**config.mk**
```make
export PLATFORM = sky130hd
export DESIGN_NAME = decrypt
export DESIGN_NICKNAME = d
export VERILOG_FILES = /design/src/rtl/decrypt.sv
export SDC_FILE = /design/constraint.sdc
export NUM_CORES = 1
export LEC_CHECK = 0
export ABC_AREA = 1
export CAP_MARGIN = 20
export CORE_MARGIN = 3
export CORE_UTILIZATION = 50
export DETAILED_ROUTE_END_ITERATION = 8
export GPL_TIMING_DRIVEN = 0
export PLACE_DENSITY = 0.82
export SKIP_CTS_REPAIR_TIMING = 1
export SYNTH_ARGS = -nofsm -noshare
export SYNTH_HDL_FRONTEND = slang
export SYNTH_SLANG_ARGS = --single-unit
```
**constraint.sdc**
```tcl
create_clock -name clk -period 4.2 [get_ports clk]
set_input_delay 0.84 -clock clk [delete_from_list [all_inputs] [get_ports clk]]
set_output_delay 0.84 -clock clk [all_outputs]
set_load 0.005 [all_outputs]
```
**src/rtl/decrypt.sv**
```systemverilog
// ---------------------------------------------------------------------------
// decrypt
// LWE decryption engine. Streams (a_i, s_i) element pairs, accumulates the
// inner product <a,s> mod q, subtracts it from the latched scalar b and
// rounds the difference to the nearest plaintext symbol mod t (half-up).
//
// Ports
//   clk        in   single clock, rising edge
//   rst_n      in   asynchronous active-low reset
//   start      in   begin a decryption, latches b_in (IDLE only)
//   abort      in   synchronous return to IDLE, drops any result
//   b_in       in   ciphertext scalar b
//   in_valid   in   a_elem / s_elem are valid
//   in_ready   out  block accepts an element pair (ACCUM state)
//   a_elem     in   ciphertext vector element a_i
//   s_elem     in   secret key element s_i
//   out_valid  out  plaintext holds a result
//   out_ready  in   consumer accepts the result
//   plaintext  out  decrypted symbol m
//   busy       out  state is not IDLE
// ---------------------------------------------------------------------------
module decrypt #(
  parameter int PLAINTEXT_MODULUS  = 64,
  parameter int PLAINTEXT_WIDTH    = 6,
  parameter int CIPHERTEXT_MODULUS = 1024,
  parameter int CIPHERTEXT_WIDTH   = 10,
  parameter int DIMENSION          = 10,
  parameter int DIM_WIDTH          = 4
) (
  input  logic                        clk,
  input  logic                        rst_n,
  input  logic                        start,
  input  logic                        abort,
  input  logic [CIPHERTEXT_WIDTH-1:0] b_in,
  input  logic                        in_valid,
  output logic                        in_ready,
  input  logic [CIPHERTEXT_WIDTH-1:0] a_elem,
  input  logic [CIPHERTEXT_WIDTH-1:0] s_elem,
  output logic                        out_valid,
  input  logic                        out_ready,
  output logic [PLAINTEXT_WIDTH-1:0]  plaintext,
  output logic                        busy
);

  localparam int CW = CIPHERTEXT_WIDTH;
  localparam int PW = PLAINTEXT_WIDTH;

  // Half of one plaintext step (q/(2t)); adding it before truncation turns
  // floor division into round-half-up.
  localparam logic [CW:0] HALF_STEP =
    (CW+1)'(CIPHERTEXT_MODULUS / (2 * PLAINTEXT_MODULUS));
  localparam logic [DIM_WIDTH-1:0] LAST_CNT = DIM_WIDTH'(DIMENSION - 1);

  typedef enum logic [1:0] {IDLE, ACCUM, OUTPUT} state_t;

  state_t                r_state;
  state_t                w_nextState;
  logic [CW-1:0]         r_acc;
  logic [CW-1:0]         r_b;
  logic [DIM_WIDTH-1:0]  r_cnt;
  logic [PW-1:0]         r_plaintext;
  logic                  r_outValid;

  logic [CW-1:0]         w_accNext;
  logic [CW-1:0]         w_bNext;
  logic [DIM_WIDTH-1:0]  w_cntNext;
  logic [PW-1:0]         w_plaintextNext;
  logic                  w_outValidNext;

  logic [2*CW-1:0]       w_fullProd;
  logic [CW-1:0]         w_prod;
  logic [CW-1:0]         w_accSum;
  logic [CW-1:0]         w_diff;
  logic [CW:0]           w_round;
  logic [PW-1:0]         w_symbol;

  // Datapath for the current beat. q is a power of two, so every "mod q"
  // is simply truncation to CW bits, and "mod t" after the shift is
  // truncation to PW bits.
  assign w_fullProd = a_elem * s_elem;
  assign w_prod     = CW'(w_fullProd);
  assign w_accSum   = r_acc + w_prod;
  assign w_diff     = r_b - w_accSum;
  assign w_round    = {1'b0, w_diff} + HALF_STEP;
  assign w_symbol   = PW'(w_round >> (CW - PW));

  assign in_ready  = (r_state == ACCUM);
  assign busy      = (r_state != IDLE);
  assign out_valid = r_outValid;
  assign plaintext = r_plaintext;

  // State and datapath registers; everything clears on reset.
  always_ff @(posedge clk or negedge rst_n) begin
    if (!rst_n) begin
      r_state     <= IDLE;
      r_acc       <= '0;
      r_b         <= '0;
      r_cnt       <= '0;
      r_plaintext <= '0;
      r_outValid  <= 1'b0;
    end else begin
      r_state     <= w_nextState;
      r_acc       <= w_accNext;
      r_b         <= w_bNext;
      r_cnt       <= w_cntNext;
      r_plaintext <= w_plaintextNext;
      r_outValid  <= w_outValidNext;
    end
  end

  // Next-state and next-value logic. abort overrides everything; the last
  // beat writes the rounded symbol using the accumulator value that
  // includes that beat's product.
  always_comb begin
    w_nextState     = r_state;
    w_accNext       = r_acc;
    w_bNext         = r_b;
    w_cntNext       = r_cnt;
    w_plaintextNext = r_plaintext;
    w_outValidNext  = r_outValid;

    if (abort) begin
      w_nextState    = IDLE;
      w_accNext      = '0;
      w_cntNext      = '0;
      w_outValidNext = 1'b0;
    end else begin
      case (r_state)
        IDLE: begin
          if (start) begin
            w_bNext     = b_in;
            w_accNext   = '0;
            w_cntNext   = '0;
            w_nextState = ACCUM;
          end
        end
        ACCUM: begin
          if (in_valid) begin
            w_accNext = w_accSum;
            w_cntNext = r_cnt + 1'b1;
            if (r_cnt == LAST_CNT) begin
              w_plaintextNext = w_symbol;
              w_outValidNext  = 1'b1;
              w_nextState     = OUTPUT;
            end
          end
        end
        OUTPUT: begin
          if (out_ready) begin
            w_outValidNext = 1'b0;
            w_nextState    = IDLE;
          end
        end
        default: begin
          w_nextState = IDLE;
        end
      endcase
    end
  end

endmodule

```
# Word level (Yosys, flattened, before mapping)
# Index checks and enable logic that the tools add are counted.
# op_classes
add_sub_neg,4
n_reduce_logical,9
multipliers,1
n_bitwise,1
n_mux,19
n_eq_ne,7
# ops
operator,count
two-way mux 10 bit,3
case mux 10 bit (2 select lines),1
two-way mux 4 bit,3
AND reduction 4 bit,3
adder 10 bit,1
adder 10 x 4 -> 10 bit (second input constant),1
multiplier 10 x 10 -> 10 bit,1
two-way mux 2 bit,5
subtractor 10 bit,1
!= test 3 bit (second input constant),3
case mux 4 bit (2 select lines),1
case mux 2 bit (3 select lines),1
AND reduction 3 bit,2
nonzero test 3 bit,2
adder 4 x 1 -> 4 bit (second input constant),1
== test 4 bit (second input constant),1
two-way mux 1 bit,4
!= test 3 x 2 -> 1 bit (second input constant),1
== test 2 x 1 -> 1 bit (second input constant),1
== test 2 bit (second input constant),1
zero test 2 bit,1
case mux 1 bit (2 select lines),1
nonzero test 2 bit,1
inverter 1 bit,1
# totals
elab_cells,47
out_inout_bits,9
reg_bits,33

# Longest topological paths before layout
# Gate-level depths: netlist of the first run.
# logic_depth
depth_word,5
mapped_depth,31

# Worst setup path after synthesis of the first run
# Ideal clock, no wire load.
# synth_path
kind,input -> register
start,input a_elem[1]
end,"register r_plaintext[5], in the netlist plaintext[5]"
cell_stages,29
setup_ps,117
arrival_time_ps,5597
setup_slack_ps,-1514
n_path_buf,1
required_ps,4083
path_cell_list,buf_4 > nand2_1 > inv_1 > fa_1 > ha_1 > inv_1 > fa_1 > fa_1 > fa_1 > inv_1 > ha_1 > a21oi_1 > nand2_1 > nand2_1 > nand2_1 > a21oi_1 > xor2_1 > ha_1 > ha_1 > inv_1 > o21bai_1 > a31oi_1 > nand2_1 > nand2_1 > nand2_1 > inv_1 > nand3_1 > nand3_1 > nand2_1
# synth_via
elab_chain_cells,4
# synth_rtl
item,line,rtl
start: declaration,37,"input logic [CIPHERTEXT_WIDTH-1:0] a_elem,"
multiplier 10 x 10 -> 10 bit,80,assign w_fullProd = a_elem * s_elem;
adder 10 bit,82,assign w_accSum = r_acc + w_prod;
subtractor 10 bit,83,assign w_diff = r_b - w_accSum;
adder 10 x 4 -> 10 bit,84,"assign w_round = {1'b0, w_diff} + HALF_STEP;"
end signal: assignment,106,r_plaintext <= w_plaintextNext;
end: declaration,61,logic [PW-1:0] r_plaintext;
# No other way between the ends.
# A chain may end at the register's enable or synchronous reset.

# Worst setup path in the final report of the first run
# layout_path
start,input a_elem[2]
end,"register r_plaintext[5], in the netlist plaintext[5]"
# Same word-level chain as after synthesis.

==> impl_metrics.env, run 1 <==
export IMPL_tightest_slew_ps=723
export IMPL_fin_crit_ps=5520
export IMPL_final_area_um2=4940
export IMPL_viasPerCell=5.05
export IMPL_multiInputGateArea_um2=2790
export IMPL_first_pass_iters=4
export IMPL_skew_ps=7.23
export IMPL_slew_headroom=0.518
export IMPL_htreeDepth=2
export IMPL_hold_class="register to register"
export IMPL_antenna_found_initial=0
export IMPL_cts_tree="built"
export IMPL_synth_edf_count=0
export IMPL_drt_iter0_markers=127
export IMPL_fmax_mhz=181
export IMPL_coreArea_um2=6980
export IMPL_grt_pass1_wl_um=14400
export IMPL_wirelength_um=8990
export IMPL_fillers=537
export IMPL_cts_root_buf="clkbuf_8"
export IMPL_synth_nets=586
export IMPL_setup_violations=9
export IMPL_maxCapViolations=0
export IMPL_synth_top_area_frac=0.223
export IMPL_ant_nets=0
export IMPL_synth_async_reset_ratio=1.00
export IMPL_p_int_uw=1740
export IMPL_diodes=0
export IMPL_hpwl_um=6710
export IMPL_status="complete, but fails checks"
export IMPL_die_width_um=92.0
export IMPL_violations="setup timing"
export IMPL_power_switching_uw=1480
export IMPL_cp_slowest_stage_delay_ps=540
export IMPL_slew_violations=0
export IMPL_clk_path_buf_depth=2
export IMPL_die_y_um=92.0
export IMPL_yosysSeqAreaShare=0.223
export IMPL_routedWlPerCell_um=14.2
export IMPL_p_leak_uw=0.00262
export IMPL_clk_latency_ps=290
export IMPL_clock_sinks=33
export IMPL_fin_cells=634
export IMPL_p_seq_frac=0.116
export IMPL_dp_cells=610
export IMPL_drive_gt1_frac=0.245
export IMPL_power_density_nw_per_um2=652
export IMPL_fin_crit_sh=1.31
export IMPL_path_max_fanout=9
export IMPL_grt_usage=0.207
export IMPL_hold_ws_ps=459
export IMPL_gp_congestion=0.852
export IMPL_grt_overflow=0
export IMPL_combPwrFrac=0.787
export IMPL_cp_arrival_ps=5700
export IMPL_synth_area_per_cell_um2=7.78
export IMPL_die_area_um2=8460
export IMPL_start_util=0.529
export IMPL_synth_seq_cells=33
export IMPL_regArea_um2=826
export IMPL_placed_area_um2=4430
export IMPL_syn_inst=475
export IMPL_cp_end_kind="register"
export IMPL_rsz0062_at_grt="true"
export IMPL_rows=30
export IMPL_start_kind="input pin"
export IMPL_synth_ff_type="dfrtp_1"
export IMPL_p_clk_frac=0.096
export IMPL_boundaryPins=45
export IMPL_synth_area_leaders="dfrtp_1 (22%), fa_1 (16%), ha_1 (15%)"
export IMPL_cts_inserted_buffers=5
export IMPL_required_ps=4380
export IMPL_cts_clk_slew_worst_paths_ps=70
export IMPL_drc=0
export IMPL_switching_share=0.461
export IMPL_syn_area_um2=3700
export IMPL_synth_cell_types=34
export IMPL_vias=3203
export IMPL_port_buffers=39
export IMPL_synthToLayoutAreaGrowth_pct=33.6
export IMPL_synth_common_cells="nand2_1 (127), inv_1 (120), ha_1 (45)"
export IMPL_cp_slowest_cell="fa_1"
export IMPL_layout_setup_ws_ps=-1320
export IMPL_fin_nets=648
export IMPL_yosysTopAreaCell="dfrtp_1"
export IMPL_grt_max_degree=34
export IMPL_ys_warn_count=0
export IMPL_synth_most_common_cell="nand2_1"
export IMPL_irDropWorstVdd_uv=547
export IMPL_hold_violations=0
export IMPL_critPathKind="input pin to register"
export IMPL_setup_tns_ps=-4440
export IMPL_grt_pass1_vias=3318
[routing by layer]
layer | GRT usage | part of all wire
met1 | 0.262 | 0.41
met2 | 0.366 | 0.53
met3 | 0.0353 | 0.049
met4 | 0.0520 | 0.012
met5 | 0 | 0
[logic make-up (layout without fill, tap and decap cells)]
kind of cell | count (synthesis) | in the layout | synth area share
multiplexers | 8 | 8 | 0.0244
buffers and inverters | 131 | 194 | 0.143
AO/OA/AOI/OAI | 38 | 38 | 0.0613
AND/OR/NAND/NOR | 180 | 180 | 0.206
adder cells (fa/ha/maj) | 75 | 75 | 0.315
flip-flops | 33 | 33 | 0.223
XOR/XNOR | 10 | 10 | 0.0278
[state kept, by name, summed over array words and instances (netlist names)]
name	count
r_state	2
r_cnt	4
plaintext	6
r_b	10
r_acc	10
out_valid	1
[metrics by stage]
| stage | utilization | power (uW) | setup slack, ps |
|---|---|---|---|
| 5_1_grt | 0.708 | 3510 | -1510 |
| 3_3_place_gp | 0.636 | 2210 | -2110 |
| 2_1_floorplan | - | 1950 | -1200 |
| 4_1_cts | 0.652 | 2660 | -1990 |
| 6_report | 0.708 | 3220 | -1320 |
| 3_5_place_dp | 0.635 | 2340 | -2240 |
[worst max-delay path, delay by kind of cell]
family          cells  cell delay, ps
buf+inv             6             360
simple gates       10             710
compound gates      4             590
fa+ha+maj           8            2950
xor+xnor            1             240
[cell type report]
type,count,area share
clock buffers,7,0.0175
flip-flops and latches,33,0.167
well taps,96,0.0243
clock inverters,1,0.00608
repair buffers,55,0.103
multi-input cells,311,0.565
inverters,123,0.0940
plain buffers,8,0.0236
[worst paths after layout]
check | startpoint | slack, ps | cells after the start | end
max | a_elem[2] | -1320 | 29 | plaintext[5]$_DFFE_PN0P_
min | r_state[0]$_DFFE_PN0P_ | 460 | 1 | r_state[1]$_DFFE_PN0P_
max reg2reg | r_acc[2]$_DFFE_PN0P_ | -310 | 25 | plaintext[5]$_DFFE_PN0P_
min reg2reg | r_state[0]$_DFFE_PN0P_ | 460 | 1 | r_state[1]$_DFFE_PN0P_
max in group asynchronous | rst_n | 3130 | 1 | r_acc[6]$_DFFE_PN0P_
min in group asynchronous | rst_n | 600 | 1 | r_cnt[3]$_DFFE_PN0P_
[power groups by stage]
| stage | logic [uW] | clock network (uW) | registers (uW) |
|---|---|---|---|
| floorplan | 1580 | 0 | 369 |
| global placement | 1840 | 0 | 374 |
| detailed placement | 1960 | 0 | 376 |
| CTS | 1970 | 312 | 370 |
| global route | 2800 | 331 | 379 |
| finish | 2540 | 310 | 375 |
[layout by cell type (no fill, tap or decap), drive strengths merged, types with 7 or more instances in the layout]
master and count:
fa 30, inv 123, clkbuf 11, a21oi 11, buf 27, nand2 133
nand3 32, dfrtp 33, clkdlybuf4s50 28, nor2 10, ha 45, o21ai 12
xnor2 7, mux2 8
No activity file was read; power rests on OpenSTA's default activity.
==> run 2: changes to the inputs <==
Settings changed: PLACE_DENSITY 0.82 to default, PLACE_DENSITY_LB_ADDON from default to 0.08.
==> impl_metrics.env, run 2 (same netlist as run 1, synthesis figures left out) <==
export IMPL_drc=0
export IMPL_layout_setup_ws_ps=-1100
export IMPL_required_ps=4370
export IMPL_status="complete, but fails checks"
export IMPL_vias=3082
export IMPL_cts_clk_slew_worst_paths_ps=60
export IMPL_rows=30
export IMPL_boundaryPins=45
export IMPL_fin_cells=630
export IMPL_grt_max_degree=34
export IMPL_layout_commonest_cell="nand2_1"
export IMPL_skew_ps=5.03
export IMPL_hold_depth=1
export IMPL_grt_usage=0.192
export IMPL_hold_path_end="r_state[1]$_DFFE_PN0P_"
export IMPL_rr_startpoint="r_acc[2]$_DFFE_PN0P_"
export IMPL_gp_congestion=0.830
export IMPL_final_area_um2=4830
export IMPL_antenna_found_initial=0
export IMPL_dp_cells=610
export IMPL_clock_sinks=33
export IMPL_setup_violations=8
export IMPL_rsz0062_at_grt="true"
export IMPL_first_pass_iters=4
export IMPL_clk_latency_ps=280
export IMPL_cp_slowest_cell="fa_1"
export IMPL_grt_pass1_wl_um=13400
export IMPL_die_y_um=92.0
export IMPL_cp_end_kind="register"
export IMPL_port_buffers=39
export IMPL_clk_path_buf_depth=2
export IMPL_hold_start="r_state[0]$_DFFE_PN0P_"
export IMPL_placed_area_um2=4430
export IMPL_hpwl_um=6330
export IMPL_reg2reg_to="plaintext[5]$_DFFE_PN0P_"
export IMPL_htreeDepth=2
export IMPL_routedWlPerCell_um=12.5
export IMPL_drt_iter0_markers=75
export IMPL_fin_crit_ps=5300
export IMPL_start_util=0.529
export IMPL_pre_cts_ws_ps=-2160
export IMPL_drive_gt1_frac=0.228
export IMPL_power_density_nw_per_um2=590
export IMPL_cp_arrival_ps=5470
export IMPL_wirelength_um=7860
export IMPL_hold_ws_ps=472
export IMPL_final_cell_mix="nand2_1 (112), inv_1 (105), dfrtp_1 (33)"
export IMPL_violations="setup timing"
export IMPL_reg2reg_slack_ps=-130
export IMPL_path_max_fanout=7
export IMPL_grt_overflow=0
export IMPL_fin_crit_sh=1.26
export IMPL_slew_violations=0
export IMPL_die_area_um2=8460
export IMPL_reg2reg_depth=25
export IMPL_die_width_um=92.0
export IMPL_irDropWorstVdd_uv=496
export IMPL_cts_inserted_buffers=5
export IMPL_fin_nets=645
export IMPL_fmax_mhz=189
export IMPL_hold_violations=0
export IMPL_critPathKind="input pin to register"
export IMPL_coreArea_um2=6980
export IMPL_maxCapViolations=0
export IMPL_cts_tree="built"
export IMPL_slew_headroom=0.508
export IMPL_p_leak_uw=0.00259
export IMPL_start_kind="input pin"
export IMPL_cp_slowest_stage_delay_ps=540
export IMPL_viasPerCell=4.89
export IMPL_synthToLayoutAreaGrowth_pct=30.8
export IMPL_cts_root_buf="clkbuf_8"
export IMPL_grt_pass1_vias=3013
export IMPL_ant_nets=0
export IMPL_fillers=585
export IMPL_tightest_slew_ps=738
export IMPL_hold_class="register to register"
export IMPL_final_core_util=0.692
export IMPL_diodes=0
run 2: cell types whose count changed in the layout (fill, tap and decap cells not counted), sizes merged:
cell    delta
buf        -2
bufinv     -1
clkbuf     -1
run 2: area by class of cell:
type	count	area [um2]	area share
flip-flops and latches	33	826	0.171
well taps	96	120	0.0248
plain buffers	8	108	0.0223
multi-input cells	311	2730	0.565
inverters	123	464	0.0960
clock buffers	7	86.3	0.0179
repair buffers	52	499	0.103
run 2: worst max-delay path by stage:
stage / from / endpoint / slack [ps] / cells past startpoint
after CTS: a_elem[3] / plaintext[5]$_DFFE_PN0P_ / -1890 / 29
after global routing: s_elem[2] / plaintext[5]$_DFFE_PN0P_ / -1400 / 27
after detailed placement: a_elem[3] / plaintext[5]$_DFFE_PN0P_ / -2160 / 29
after floorplan: s_elem[1] / plaintext[5]$_DFFE_PN0P_ / -1200 / 29
final: a_elem[3] / plaintext[5]$_DFFE_PN0P_ / -1100 / 29
after global placement: a_elem[3] / plaintext[5]$_DFFE_PN0P_ / -2090 / 29
run 2: worst max-delay path: cells and delay by family:
family          cells  cell delay (ps)
simple gates       10              660
compound gates      4              580
xor+xnor            1              200
buf+inv             6              350
fa+ha+maj           8             2840
run 2: report_power, final:
group	total [uW]	leakage [uW]	switching (uW)	internal, uW
combinational	2250	0.00212	1180	1070
sequential	370	0.000433	19.0	351
clock	235	0.0000443	105	130
total	2850	0.00259	1300	1550
run 2: metal layers:
| layer | GRT usage | wire (um) |
|---|---|---|
| met5 | 0 | 0 |
| met4 | 0.0408 | 105 |
| met3 | 0.0213 | 237 |
| met2 | 0.336 | 3910 |
| met1 | 0.257 | 3610 |
run 2: through the flow:
step / power [uW] / setup TNS, ps
2_1_floorplan: 1950 / -4000
4_1_cts: 2540 / -9750
6_report: 2850 / -4610
5_1_grt: 3190 / -6420
3_3_place_gp: 2250 / -12730
3_5_place_dp: 2290 / -12930
==> run 3: changes to the inputs <==
Settings changed: HOLD_SLACK_MARGIN from default to 0.06, PLACE_DENSITY_LB_ADDON 0.08 to 0.3.
==> impl_metrics.env, run 3 (same netlist as run 1, synthesis figures left out) <==
export IMPL_status="complete, but fails checks"
export IMPL_violations="setup timing"
export IMPL_fin_crit_ps=5450
export IMPL_gr_usage_met1=0.257
export IMPL_path_max_fanout=8
export IMPL_routedWlPerCell_um=13.4
export IMPL_clk_path_buf_depth=2
export IMPL_rows=30
export IMPL_grt_pass1_wl_um=14000
export IMPL_die_y_um=92.0
export IMPL_cp_arrival_ps=5630
export IMPL_fin_nets=649
export IMPL_critPathKind="input pin to register"
export IMPL_fillers=559
export IMPL_start_kind="input pin"
export IMPL_grt_met3_usage=0.0295
export IMPL_power_density_nw_per_um2=639
export IMPL_cts_inserted_buffers=5
export IMPL_required_ps=4380
export IMPL_wirelength_um=8510
export IMPL_clock_sinks=33
export IMPL_irDropWorstVdd_uv=659
export IMPL_final_core_util=0.706
export IMPL_drc=0
export IMPL_grt_pass1_vias=3185
export IMPL_hold_violations=0
export IMPL_fmax_mhz=183
export IMPL_cts_clk_slew_worst_paths_ps=60
export IMPL_path_delay_family="adder cells"
export IMPL_layout_setup_ws_ps=-1250
export IMPL_die_area_um2=8460
export IMPL_hold_start="r_state[0]$_DFFE_PN0P_"
export IMPL_skew_ps=8.45
export IMPL_drive_gt1_frac=0.241
export IMPL_grt_max_degree=34
export IMPL_critPathLaunch="s_elem[3]"
export IMPL_rsz0062_at_grt="true"
export IMPL_final_cell_mix="nand2_1 (108), inv_1 (106), dfrtp_1 (33)"
export IMPL_port_buffers=39
export IMPL_die_width_um=92.0
export IMPL_fin_crit_sh=1.30
export IMPL_clk_latency_ps=280
export IMPL_dp_cells=610
export IMPL_regArea_um2=826
export IMPL_cts_root_buf="clkbuf_8"
export IMPL_layout_commonest_cell="nand2_1"
export IMPL_maxCapViolations=0
export IMPL_start_util=0.529
export IMPL_rr_startpoint="r_acc[2]$_DFFE_PN0P_"
export IMPL_gp_congestion=0.873
export IMPL_hold_class="register to register"
export IMPL_setup_violations=8
export IMPL_slew_headroom=0.517
export IMPL_fin_cells=635
export IMPL_cp_slowest_cell="fa_1"
export IMPL_first_pass_iters=4
export IMPL_viasPerCell=5.00
export IMPL_drt_iter0_markers=84
export IMPL_hpwl_um=6490
export IMPL_tightest_slew_ps=725
export IMPL_p_leak_uw=0.00264
export IMPL_cp_slowest_stage_delay_ps=560
export IMPL_grt_overflow=0
export IMPL_cp_end_kind="register"
export IMPL_vias=3174
export IMPL_critPathBufInv=6
export IMPL_busiest_layer="met2"
export IMPL_htreeDepth=2
export IMPL_multiInputGateArea_um2=2770
export IMPL_antenna_found_initial=0
export IMPL_coreArea_um2=6980
export IMPL_cts_tree="built"
export IMPL_grt_met2_usage=0.353
export IMPL_slew_violations=0
export IMPL_diodes=0
export IMPL_ant_nets=0
export IMPL_synthToLayoutAreaGrowth_pct=33.3
export IMPL_grt_usage=0.201
export IMPL_boundaryPins=45
run 3: metrics by stage:
step | cell area [um2] | hold WS [ps] | TNS (ps) | total power, uW | setup WS, ps
CTS | 4550 | 461 | -9790 | 2640 | -1920
global route | 4930 | 489 | -6000 | 3470 | -1500
finish | 4930 | 454 | -4330 | 3150 | -1250
detailed placement | 4430 | 452 | -13150 | 2310 | -2210
global placement | 4440 | 448 | -12330 | 2230 | -2110
floorplan | 3930 | 431 | -4000 | 1950 | -1200
run 3: path summary, 6_finish.rpt:
path	end	slack [ps]	depth (start not counted)
worst min register to register	r_state[1]$_DFFE_PN0P_	450	1
max in group asynchronous	r_acc[5]$_DFFE_PN0P_	3120	1
worst min-delay path	r_state[1]$_DFFE_PN0P_	450	1
worst max register to register	plaintext[5]$_DFFE_PN0P_	-230	25
min in group asynchronous	plaintext[4]$_DFFE_PN0P_	610	1
worst max-delay path	plaintext[5]$_DFFE_PN0P_	-1250	29
run 3: area by class of cell:
type | count | area share
multi-input combinational | 311 | 0.562
clock buffer | 7 | 0.0175
sequential | 33 | 0.168
clock inverter | 1 | 0.00610
timing repair buffer | 56 | 0.106
inverter | 123 | 0.0942
tap | 96 | 0.0244
buffer | 8 | 0.0229
run 3: routing by layer:
metal	part of all wire	wire, um	up-vias
met2	0.51	4340	72
li1	-	-	1578
met4	0.021	180	0
met3	0.037	311	21
met5	0	0	-
met1	0.43	3680	1503
run 3: power breakdown:
group / switching, uW / internal [uW]
clock: 109 / 193
sequential: 19.8 / 351
combinational: 1300 / 1180
==> patch, RTL diff (flow settings as in run 1) <==
Set the parameter `CIPHERTEXT_WIDTH` to 8 (it was 10).
--- a/src/rtl/decrypt.sv
+++ b/src/rtl/decrypt.sv
@@ -25,3 +25,3 @@
   parameter int CIPHERTEXT_MODULUS = 1024,
-  parameter int CIPHERTEXT_WIDTH   = 10,
+  parameter int CIPHERTEXT_WIDTH   = 8,
   parameter int DIMENSION          = 10,
Ports: changed (resized a_elem, b_in and s_elem); port bits go from 45 to 39. No check against the original RTL was run, so the function may have changed too.
==> patch against run 1 <==
The run still ends with setup timing left. Final cell count fell by 26%. Register-to-register slack better by 0.03 ns. Synthesized area is 25% lower. Design area decreased by 26%. Sequential power shrank 8.8%. Critical path depth decreased by 4. Global-route usage is 0.41 points lower. Clock power down 3%. Sequential cell count shrank 4. First-iteration DRC count fell by 0.79%. Setup slack gained 0.76 ns. Wire length decreased by 25%. Total power fell by 35%. Critical path type unchanged. Critical endpoint unchanged. Highest routed layer unchanged.
==> patch: results <==
export IMPL_post_synth_num_cell_types=33
export IMPL_finalWeightedCongestion=0.865
export IMPL_wl_per_cell_um=14.4
export IMPL_cp_data_arrival_time_ns=4.93
export IMPL_hpwlAfterDp_um=4790
export IMPL_drive_above_1_share_pct=24.8
export IMPL_grt_use_met1_pct=24.4
export IMPL_fin_setup_tns_ns=-1.37
export IMPL_io_buffer_count=35
export IMPL_synthTopCellsByCount="sky130_fd_sc_hd__nand2_1, sky130_fd_sc_hd__inv_1, sky130_fd_sc_hd__ha_1, sky130_fd_sc_hd__dfrtp_1, sky130_fd_sc_hd__fa_1"
export IMPL_finalNetCount=478
export IMPL_setup_reg_to_reg_worst_slack_ns=-0.28
export IMPL_clock_skew_ns=0.00514
export IMPL_viasPerCell=5.20
export IMPL_grt_pass1_vias=2390
export IMPL_met2RoutedLength_um=3560
export IMPL_setup_violations=5
export IMPL_failed_checks="setup timing"
export IMPL_met3_length_um=330
export IMPL_m1WireLength_um=2620
export IMPL_run_status="finished, violations left"
export IMPL_maxSlewHeadroom_pct=49.1
export IMPL_setup_ws_ns=-0.554
export IMPL_detail_route_iter0_violations=126
export IMPL_irDropWorstVdd_uv=579
export IMPL_synth_xor_xnor_area_share_pct=2.22
export IMPL_global_router_s_overall_resource_usage_pct=20.3
export IMPL_synth_area_mux_share_pct=3.21
export IMPL_grt_util_met2_pct=36.0
export IMPL_num_fill_cells=382
export IMPL_placement_cell_area_um2=3320
export IMPL_grt_max_degree=18
export IMPL_grt_pass1_wl_um=10200
export IMPL_power_leakage_nw=1.92
export IMPL_mappedNetlistNets=428
export IMPL_yosysSeqAreaShare_pct=26.3
export IMPL_dp_slack_ns=-1.29
patch: cell types whose count changed after synthesis, sizes merged, moves of 4 or more:
| cell | run 1 | this run |
|---|---|---|
| fa | 30 | 19 |
| buf | 8 | 3 |
| ha | 45 | 30 |
| nand3 | 32 | 18 |
| inv | 123 | 87 |
| nand2 | 133 | 100 |
| a21oi | 11 | 7 |
| dfrtp | 33 | 29 |
patch: stage by stage:
step	cells	utilization, %	power (mW)	hold WS [ns]
after floorplan	349	-	1.07	0.451
after detailed placement	455	63.5	1.31	0.471
final	470	70.2	2.09	0.486
after global routing	470	70.2	2.24	0.521
after CTS	463	65.7	1.63	0.479
after global placement	454	62.9	1.27	0.470
patch: worst paths after layout:
check / startpoint / endpoint / depth (start not counted)
max: s_elem[0] / plaintext[5] / 25
min: plaintext[0] / plaintext[0] / 2
max reg2reg: r_acc[3] / plaintext[5] / 24
min reg2reg: plaintext[0] / plaintext[0] / 2
max in group asynchronous: rst_n / r_acc[1] / 2
min in group asynchronous: rst_n / r_b[2] / 1
patch: worst max-delay path, stage by stage:
cell	delay, ns
sky130_fd_sc_hd__buf_12	0.10
sky130_fd_sc_hd__nand2_2	0.05
sky130_fd_sc_hd__fa_1	0.49
sky130_fd_sc_hd__inv_1	0.04
sky130_fd_sc_hd__ha_1	0.26
sky130_fd_sc_hd__ha_1	0.28
sky130_fd_sc_hd__inv_2	0.04
sky130_fd_sc_hd__fa_1	0.45
sky130_fd_sc_hd__inv_1	0.08
sky130_fd_sc_hd__ha_2	0.19
sky130_fd_sc_hd__inv_2	0.06
sky130_fd_sc_hd__fa_2	0.63
sky130_fd_sc_hd__ha_4	0.23
sky130_fd_sc_hd__ha_4	0.25
sky130_fd_sc_hd__a21oi_2	0.11
sky130_fd_sc_hd__nand2_1	0.10
sky130_fd_sc_hd__nand2_2	0.10
sky130_fd_sc_hd__nand2_2	0.07
sky130_fd_sc_hd__a21oi_4	0.14
sky130_fd_sc_hd__nand2b_4	0.15
sky130_fd_sc_hd__nand2_4	0.05
sky130_fd_sc_hd__inv_2	0.04
sky130_fd_sc_hd__nand2_1	0.04
sky130_fd_sc_hd__nand3_1	0.07
sky130_fd_sc_hd__nand2_1	0.06
patch: report_power, final:
part           switching, mW  leakage [nW]  total, mW  internal, mW
Clock                  0.108        0.0585      0.301         0.193
Combinational          0.736          1.48       1.44         0.707
Sequential            0.0249         0.380      0.342         0.318
Total                  0.870          1.92       2.09          1.22
patch: cell type report:
cell class              instances  area (um^2)  share of cell area (%)
well taps                      70         87.6                    2.38
repair buffers                 43          424                    11.5
flip-flops and latches         29          726                    19.7
clock inverters                 1         30.0                   0.817
multi-input cells             229         1940                    52.8
plain buffers                   3         47.5                    1.29
inverters                      88          333                    9.05
clock buffers                   7         86.3                    2.35
